File: src/rtl/axi_edge_counter.sv
// ---------------------------------------------------------------------------
// axi_edge_counter
//
// Gated edge counter on a single asynchronous input. Software programs a
// gate length (in clocks) and starts a window; the block counts rising or
// falling edges of sig_in for exactly GATE clocks, latches the count into
// RESULT and raises STATUS.DONE (and irq when enabled). Continuous mode
// re-arms a new window right after each latch.
//
// Ports
//   s_axi_aclk / s_axi_aresetn : clock, synchronous active-low reset
//   s_axi_aw* / w* / b*        : AXI4-Lite write channels (16-bit addr, 32-bit data)
//   s_axi_ar* / r*             : AXI4-Lite read channels
//   sig_in                     : asynchronous monitored signal
//   irq                        : level interrupt, registered DONE & IRQ_EN
//
// Register map (word index = addr[4:2])
//   0x00 CTRL   [0] START pulse [1] CONT [2] EDGE_SEL [3] IRQ_EN [4] ABORT pulse
//   0x04 STAT   [0] BUSY ro  [1] DONE w1c  [2] OVF w1c
//   0x08 GATE   gate length in clocks
//   0x0C RESULT last completed count
//   0x10 LIVE   running count
// ---------------------------------------------------------------------------
module axi_edge_counter #(
  parameter int C_SYNC_STAGES = 2,
  parameter int C_CNT_W       = 32
) (
  input  logic        s_axi_aclk,
  input  logic        s_axi_aresetn,
  input  logic [15:0] s_axi_awaddr,
  input  logic [2:0]  s_axi_awprot,
  input  logic        s_axi_awvalid,
  output logic        s_axi_awready,
  input  logic [31:0] s_axi_wdata,
  input  logic [3:0]  s_axi_wstrb,
  input  logic        s_axi_wvalid,
  output logic        s_axi_wready,
  output logic [1:0]  s_axi_bresp,
  output logic        s_axi_bvalid,
  input  logic        s_axi_bready,
  input  logic [15:0] s_axi_araddr,
  input  logic [2:0]  s_axi_arprot,
  input  logic        s_axi_arvalid,
  output logic        s_axi_arready,
  output logic [31:0] s_axi_rdata,
  output logic [1:0]  s_axi_rresp,
  output logic        s_axi_rvalid,
  input  logic        s_axi_rready,
  input  logic        sig_in,
  output logic        irq
);

  localparam logic [1:0] ST_IDLE  = 2'd0;
  localparam logic [1:0] ST_ARM   = 2'd1;
  localparam logic [1:0] ST_COUNT = 2'd2;
  localparam logic [1:0] ST_LATCH = 2'd3;

  localparam logic [C_CNT_W-1:0] CNT_MAX = '1;
  localparam logic [C_CNT_W-1:0] CNT_ONE = C_CNT_W'(1);

  localparam logic [2:0] REG_CTRL   = 3'd0;
  localparam logic [2:0] REG_STAT   = 3'd1;
  localparam logic [2:0] REG_GATE   = 3'd2;
  localparam logic [2:0] REG_RESULT = 3'd3;
  localparam logic [2:0] REG_LIVE   = 3'd4;

  // Bus handshake state
  logic        wr_ready;
  logic        bvalid;
  logic        ar_ready;
  logic        rvalid;
  logic [31:0] rdata;

  // Software-visible registers
  logic               cont;
  logic               edge_sel;
  logic               irq_en;
  logic               done;
  logic               ovf;
  logic [31:0]        gate;
  logic [C_CNT_W-1:0] result;
  logic [C_CNT_W-1:0] live;

  // Window engine
  logic [1:0]  state;
  logic [31:0] timer;
  logic        busy;

  // Input conditioning
  logic [C_SYNC_STAGES-1:0] sync_q;
  logic                     s_last;
  logic                     s_prev;
  logic                     edge_hit;

  // Decoded write strobes
  logic wr_en;
  logic wr_ctrl;
  logic wr_stat;
  logic wr_gate;
  logic start_req;
  logic abort_req;
  logic clr_done;
  logic clr_ovf;

  logic [31:0] rd_mux;
  logic [31:0] result_ext;
  logic [31:0] live_ext;

  logic unused_bits;
  assign unused_bits = ^{s_axi_awprot, s_axi_arprot,
                         s_axi_awaddr[15:5], s_axi_awaddr[1:0],
                         s_axi_araddr[15:5], s_axi_araddr[1:0]};

  assign s_axi_awready = wr_ready;
  assign s_axi_wready  = wr_ready;
  assign s_axi_bvalid  = bvalid;
  assign s_axi_bresp   = 2'b00;
  assign s_axi_arready = ar_ready;
  assign s_axi_rvalid  = rvalid;
  assign s_axi_rdata   = rdata;
  assign s_axi_rresp   = 2'b00;

  // A write is accepted only when both address and data are present, so a
  // master that presents them on different cycles simply waits.
  assign wr_en     = wr_ready & s_axi_awvalid & s_axi_wvalid;
  assign wr_ctrl   = wr_en && (s_axi_awaddr[4:2] == REG_CTRL);
  assign wr_stat   = wr_en && (s_axi_awaddr[4:2] == REG_STAT);
  assign wr_gate   = wr_en && (s_axi_awaddr[4:2] == REG_GATE);
  assign start_req = wr_ctrl & s_axi_wstrb[0] & s_axi_wdata[0];
  assign abort_req = wr_ctrl & s_axi_wstrb[0] & s_axi_wdata[4];
  assign clr_done  = wr_stat & s_axi_wstrb[0] & s_axi_wdata[1];
  assign clr_ovf   = wr_stat & s_axi_wstrb[0] & s_axi_wdata[2];

  assign busy = (state != ST_IDLE);

  // Write channel: one-cycle ready pulse, response held until bready.
  always_ff @(posedge s_axi_aclk) begin
    if (!s_axi_aresetn) begin
      wr_ready <= 1'b0;
      bvalid   <= 1'b0;
    end else begin
      wr_ready <= !wr_ready && s_axi_awvalid && s_axi_wvalid && !bvalid;
      if (wr_en) begin
        bvalid <= 1'b1;
      end else if (bvalid && s_axi_bready) begin
        bvalid <= 1'b0;
      end
    end
  end

  // Plain read/write configuration registers with byte enables.
  always_ff @(posedge s_axi_aclk) begin
    if (!s_axi_aresetn) begin
      cont     <= 1'b0;
      edge_sel <= 1'b0;
      irq_en   <= 1'b0;
      gate     <= '0;
    end else begin
      if (wr_ctrl && s_axi_wstrb[0]) begin
        cont     <= s_axi_wdata[1];
        edge_sel <= s_axi_wdata[2];
        irq_en   <= s_axi_wdata[3];
      end
      for (int b = 0; b < 4; b++) begin
        if (wr_gate && s_axi_wstrb[b]) begin
          gate[8*b +: 8] <= s_axi_wdata[8*b +: 8];
        end
      end
    end
  end

  // Synchronizer plus one history flop; the edge is judged between the
  // last synchronized sample and the one before it.
  always_ff @(posedge s_axi_aclk) begin
    if (!s_axi_aresetn) begin
      sync_q <= '0;
      s_prev <= 1'b0;
    end else begin
      sync_q <= {sync_q[C_SYNC_STAGES-2:0], sig_in};
      s_prev <= s_last;
    end
  end

  assign s_last   = sync_q[C_SYNC_STAGES-1];
  assign edge_hit = edge_sel ? (s_prev & ~s_last) : (~s_prev & s_last);

  // Window engine. The w1c clears come first so that a same-cycle set from
  // LATCH or a saturating increment overrides them. ABORT skips the state
  // work entirely, leaving LIVE, RESULT and DONE untouched.
  always_ff @(posedge s_axi_aclk) begin
    if (!s_axi_aresetn) begin
      state  <= ST_IDLE;
      timer  <= '0;
      live   <= '0;
      result <= '0;
      done   <= 1'b0;
      ovf    <= 1'b0;
    end else begin
      if (clr_done) done <= 1'b0;
      if (clr_ovf)  ovf  <= 1'b0;
      if (abort_req) begin
        state <= ST_IDLE;
      end else begin
        case (state)
          ST_IDLE: begin
            if (start_req && (gate != 32'd0)) state <= ST_ARM;
          end
          ST_ARM: begin
            live  <= '0;
            timer <= gate - 32'd1;
            state <= ST_COUNT;
          end
          ST_COUNT: begin
            if (edge_hit) begin
              if (live == CNT_MAX) ovf <= 1'b1;
              else                 live <= live + CNT_ONE;
            end
            timer <= timer - 32'd1;
            if (timer == 32'd0) state <= ST_LATCH;
          end
          ST_LATCH: begin
            result <= live;
            done   <= 1'b1;
            state  <= cont ? ST_ARM : ST_IDLE;
          end
          default: state <= ST_IDLE;
        endcase
      end
    end
  end

  always_ff @(posedge s_axi_aclk) begin
    if (!s_axi_aresetn) irq <= 1'b0;
    else                irq <= done & irq_en;
  end

  always_comb begin
    result_ext = '0;
    live_ext   = '0;
    result_ext[C_CNT_W-1:0] = result;
    live_ext[C_CNT_W-1:0]   = live;
  end

  always_comb begin
    rd_mux = '0;
    case (s_axi_araddr[4:2])
      REG_CTRL:   rd_mux = {28'd0, irq_en, edge_sel, cont, 1'b0};
      REG_STAT:   rd_mux = {29'd0, ovf, done, busy};
      REG_GATE:   rd_mux = gate;
      REG_RESULT: rd_mux = result_ext;
      REG_LIVE:   rd_mux = live_ext;
      default:    rd_mux = '0;
    endcase
  end

  // Read channel: data is captured at the address handshake and held until
  // the master takes it.
  always_ff @(posedge s_axi_aclk) begin
    if (!s_axi_aresetn) begin
      ar_ready <= 1'b0;
      rvalid   <= 1'b0;
      rdata    <= '0;
    end else begin
      ar_ready <= !ar_ready && s_axi_arvalid && !rvalid;
      if (ar_ready && s_axi_arvalid) begin
        rvalid <= 1'b1;
        rdata  <= rd_mux;
      end else if (rvalid && s_axi_rready) begin
        rvalid <= 1'b0;
      end
    end
  end

endmodule

File: config.mk
export PLATFORM = sky130hd
export DESIGN_NAME = axi_edge_counter
export DESIGN_NICKNAME = d
export VERILOG_FILES = /design/src/rtl/axi_edge_counter.sv
export SDC_FILE = /design/constraint.sdc
export NUM_CORES = 1
export LEC_CHECK = 0
export BUFFER_PORTS_ARGS = -buffer_cell sky130_fd_sc_hd__buf_2
export CAP_MARGIN = 20
export CORE_AREA = 2 2 135 137
export CTS_BUF_LIST = sky130_fd_sc_hd__clkbuf_4 sky130_fd_sc_hd__clkbuf_8 sky130_fd_sc_hd__clkbuf_16
export DETAILED_ROUTE_END_ITERATION = 10
export DIE_AREA = 0 0 137 139
export PLACE_DENSITY = 0.85
export SLEW_MARGIN = 20
export SYNTH_ARGS = -nofsm -noshare
export SYNTH_HDL_FRONTEND = slang
export SYNTH_SLANG_ARGS = --single-unit
File: constraint.sdc
create_clock -name s_axi_aclk -period 6.25 [get_ports s_axi_aclk]
set_clock_uncertainty 0.2 [all_clocks]
set_input_delay 1.25 -clock s_axi_aclk [delete_from_list [all_inputs] [get_ports s_axi_aclk]]
set_output_delay 1.25 -clock s_axi_aclk [all_outputs]
set_load 0.1 [all_outputs]
# Word-level counts from Yosys, hierarchy flattened
# Cells that the tools add are included.
# totals
input_bits	82
register_bits	175
output_inout_bits	42
# op_classes
bitwise	15
n_eq_ne	14
addsub	3
n_mux	22
n_reduce_logical	35
# op_table
op	n
32-bit one-hot mux with 5 select lines	1
32-bit one-hot mux with 2 select lines	2
32-bit two-way mux	2
32-bit by 1-bit subtractor with 32-bit output, second input constant	2
32-bit by 1-bit adder with 32-bit output, second input constant	1
32-bit equality test, second input constant	1
32-bit zero test	1
32-bit nonzero test	1
1-bit logical AND	17
1-bit two-way mux	14
1-bit AND	11
3-bit by 2-bit equality test with 1-bit output, second input constant	3
2-bit != test, second input constant	4
2-bit one-hot mux with 4 select lines	1
2-bit nonzero test	4
3-bit by 1-bit equality test with 1-bit output, second input constant	2
3-bit zero test	2
2-bit AND reduction	3
2-bit equality test, second input constant	2
1-bit zero test	4
2-bit two-way mux	2
1-bit NOT	4
4-bit AND reduction	1
3-bit equality test, second input constant	1
3 further kinds	3

# Longest topological paths before layout
# logic_depth
depth_word	10
depth_mapped	16
depth_no_buf	10

# Least setup slack after synthesis
# Ideal clock, no wire load.
# synth_path
path_type	register -> register
start	register state[0]
end	register timer[18]
period_less_slack_ns	4.097
setup_slack_ns	2.153
arrival_time_ns	3.822
setup_ns	0.075
n_path_buf	5
stages_incl_launch_ff	16
path_cell_list	dfxtp_1 -> inv_1 -> ha_1 -> buf_2 -> buf_2 -> buf_1 -> clkbuf_1 -> mux2i_1 -> ha_1 -> nor4b_1 -> o22ai_1 -> nor4_1 -> buf_2 -> o21ai_1 -> a211o_1 -> a31oi_1
# synth_between
elab_chain_cells	3
word_cells_on_any_way	5
# synth_rtl
element	line	text
from (decl)	85	logic [1:0] state;
from (signal assigned)	224	state <= cont ? ST_ARM : ST_IDLE;
2-bit equality test / 2-bit by 1-bit equality test with 1-bit output (equally long branches)	204	case (state)
2-bit nonzero test (no line)	-	
2-bit AND reduction (no line)	-	
to (signal assigned)	210	timer <= gate - 32'd1;
to (signal assigned)	218	timer <= timer - 32'd1;
to (decl)	86	logic [31:0] timer;
# Parallel ways exist; a longest one is shown, timed or not.
# A chain may end at the register's enable or synchronous reset.

# Worst setup path after layout
# layout_path
start	register state[1]
end	register timer[22]
# The elaborated chain is that of the path after synthesis.

==> impl_results.md <==
* Clock latency at the later pin of the worst-skew pair at 0.44 ns
* Period utilisation layout at 62.0%
* Standard-cell row count at 49
* Net count of the finished layout at 1,315
* Cell depth of the worst min-delay path at 1
* Detailed placer's ending HPWL at 17,600 µm
* Reported leakage power at 0.00362 µW
* Share of the yosys chip area belonging to registers at 37.7%
* Gr ovfl total at 0
* Via count at 9,315
* Endpoint kind of the worst setup timing path: register
* RSZ-0062 raised after global routing: false
* Violation count after the first detailed-routing iteration at 1,137
* Post-Place Setup Slack at 2.50 ns
* Ant. Diodes at 0
* Setup slack after layout at 2.38 ns
* Class of the tightest hold or removal check: reg2reg
* Antenna violations before repair at 0
* Clock input transition at the sequential cells of the worst setup and hold paths at 0.07 ns
* Post-Route WL at 26,800 µm
* Post-synth top flop: dfxtp_1
* Full die area at 0.0190 mm²
* First-pass iteration count of the detailed router at 6
* Post-synth EDFFs at 0
* PD cells at 247 mW/mm²
* Port Buffer Count at 87
* Worst IR drop on VDD at 0.201 mV
* Number of buffers added by the clock tree synthesis step at 17
* Count of final max-slew check failures at 0
* Internal power at 1940 µW
* Combined global-route utilization of all metal layers at 27.9%
* Startpoint kind of the worst setup timing path: register
* Buffer levels on the longest clock path at 2
* Async set or reset register ratio after synthesis at 0%
* Post-synthesis cell area at 0.00928 mm²
* Area Growth Syn to Fin at 11.8%
* Synthesized area divided by synthesized cell count at 7.75 µm²
* Slew at the pin with the worst max-slew slack at 1.08 ns
* Yosys cell types at 74
* Number of global-route vias before repair at 8,433
* Final hold violation count at 0
* DRC viols at 0
* Final antenna-violating net count at 0
* Endpoint arrival time on the critical path at 4.04 ns
* Clock network fraction of design power at 46.6%
* Seq cells post-synth at 175
* GP Congestion at 0.951
* Tmin final at 3.87 ns
* Commonest cells after routing, fill and taps aside: nand2_1 (196), dfxtp_1 (175), nor2_1 (103), a21oi_1 (102), buf_2 (87)
* Result of the run: finished, final reports clean
* Routed wirelength normalized by instance count at 18.2 µm
* H-Tree Depth at 4
* Post-CTS sizing at 0
* Max cap viols at 0
* Total of hold buffers inserted after clock tree synthesis at 0
* Comb pwr share at 7.7%
* Vias per cell at 6.35
* Largest net degree at the start of global routing at 57
* Initial Utilization at 52.6%
* CP max FO at 28
* Power Total at 2560 µW
* Die boundary height at 139 µm
* # setup viols final at 0
* Core footprint at 0.0177 mm²
* Syn Inst Count at 1,197
* Type of the worst setup path: reg2reg
* Net Sw Power at 617 µW
* Most common library cell in the layout ignoring fill and taps: nand2_1
* Root Buffer Master: clkbuf_16
* Data required time of the worst path at 6.42 ns
* Seq pwr share at 45.7%
* Max-Slew Margin vs Limit at 28.3%
* I/O pins at 124
* Floorplan die width at 137 µm
* Fraction of power spent switching nets at 24.1%
* Clock tree from TritonCTS: done
* Yosys warning count at 0
* Fmax achieved at 0.258 GHz
* CTS sink count at 175
* Buffer count from post-CTS setup fixing at 0
* Layout cells sized above 1 at 13.1%
* Setup Total Neg Slack at 0 ns
* Wire length of the first global-routing pass at 42,700 µm
* Register-to-Register Path Depth at 9
==> area by class of cell <==
cell class | instances | area [µm²]
well taps | 229 | 287
repair buffers | 100 | 553
flip-flops and latches | 175 | 3500
fillers | 1539 | 7280
inverters | 13 | 51.3
clock buffers | 19 | 453
multi-input cells | 919 | 5320
clock inverters | 13 | 208
==> final timing paths <==
| path | start | endpoint | slack [ns] |
|---|---|---|---|
| hold / removal | s_axi_rvalid | s_axi_arready | 0.25 |
| setup reg to reg | state[1] | timer[22] | 2.38 |
| setup / recovery | state[1] | timer[22] | 2.38 |
| hold reg to reg | s_axi_rvalid | s_axi_arready | 0.25 |
==> stage by stage <==
| stage | utilization [%] | cell area [µm²] | cells | hold WS, ns |
|---|---|---|---|---|
| 3_5_place_dp | 55.0 | 9720 | 1436 | 0.242 |
| 4_1_cts | 58.8 | 10400 | 1468 | 0.257 |
| 3_3_place_gp | 54.9 | 9690 | 1435 | 0.239 |
| 2_1_floorplan | - | 9290 | 1200 | 0.212 |
| 6_report | 58.8 | 10400 | 1468 | 0.250 |
| 5_1_grt | 58.8 | 10400 | 1468 | 0.275 |
==> Yosys cell counts (all sizes together) (4+ instances only) <==
| library cell | count | area, µm² |
|---|---|---|
| or2 | 4 | 25.0 |
| o21ai | 68 | 344 |
| dfxtp | 175 | 3500 |
| nand2 | 196 | 736 |
| and2 | 11 | 68.8 |
| a31oi | 20 | 125 |
| xor2 | 4 | 35.0 |
| mux2 | 7 | 82.6 |
| ha | 7 | 87.6 |
| nand3 | 63 | 315 |
| nor4 | 27 | 184 |
| a22oi | 30 | 225 |
| a21boi | 5 | 37.5 |
| a21oi | 102 | 510 |
| nand2b | 5 | 31.3 |
| nor2 | 105 | 397 |
| nor3 | 40 | 200 |
| o211ai | 13 | 97.6 |
| nor3b | 12 | 95.1 |
| mux2i | 60 | 601 |
| nand4 | 14 | 87.6 |
| buf | 18 | 104 |
| or4 | 7 | 52.6 |
| a211oi | 7 | 52.6 |
| o31a | 5 | 43.8 |
| o22ai | 12 | 75.1 |
| nor4b | 5 | 50.0 |
| and3 | 8 | 50.1 |
| xnor2 | 20 | 175 |
| inv | 13 | 48.8 |
| or3 | 12 | 81.3 |
| clkbuf | 73 | 308 |
==> worst max-delay path, stage by stage (launching register included) <==
cell and delay [ns]:
dfxtp_1 0.44, ha_2 0.62, mux2i_1 0.32, ha_1 0.25
nor4b_1 0.51, nor2_1 0.18, nor3_1 0.52, nand4_1 0.25
mux2_2 0.33, a31oi_1 0.15
==> sequential cells by signal, indices dropped and copies added (netlist names), 2 cells and up <==
signal / flops
timer: 32
s_axi_rdata: 32
result: 32
sync_q: 2
gate: 32
live: 32
state: 2
==> layer usage <==
metal / global-route usage [%] / up-vias / routed length [µm]
met3: 5.12 / 91 / 1970
met5: 0 / - / 0
met2: 44.6 / 488 / 12900
met4: 12.3 / 0 / 892
li1: - / 4343 / -
met1: 36.5 / 4393 / 11000
==> power by group through the flow <==
stage	combinational [µW]	clock, µW	sequential (µW)
2_1_floorplan	135	0	1200
4_1_cts	194	1190	1170
6_report	198	1190	1170
3_5_place_dp	192	0	1190
3_3_place_gp	188	0	1190
5_1_grt	213	1240	1170
==> cell families after synthesis <==
logic type / after synthesis / share of synthesized area (%)
AND/OR/NAND/NOR: 527 / 27.3
other: 1 / 0.0404
flip-flops: 175 / 37.7
multiplexers: 67 / 7.36
buffers and inverters: 106 / 5.20
AO/OA/AOI/OAI: 290 / 19.1
adder cells (fa/ha/maj): 7 / 0.944
XOR/XNOR: 24 / 2.26
Note: power is estimated with default switching activity, not from simulation.
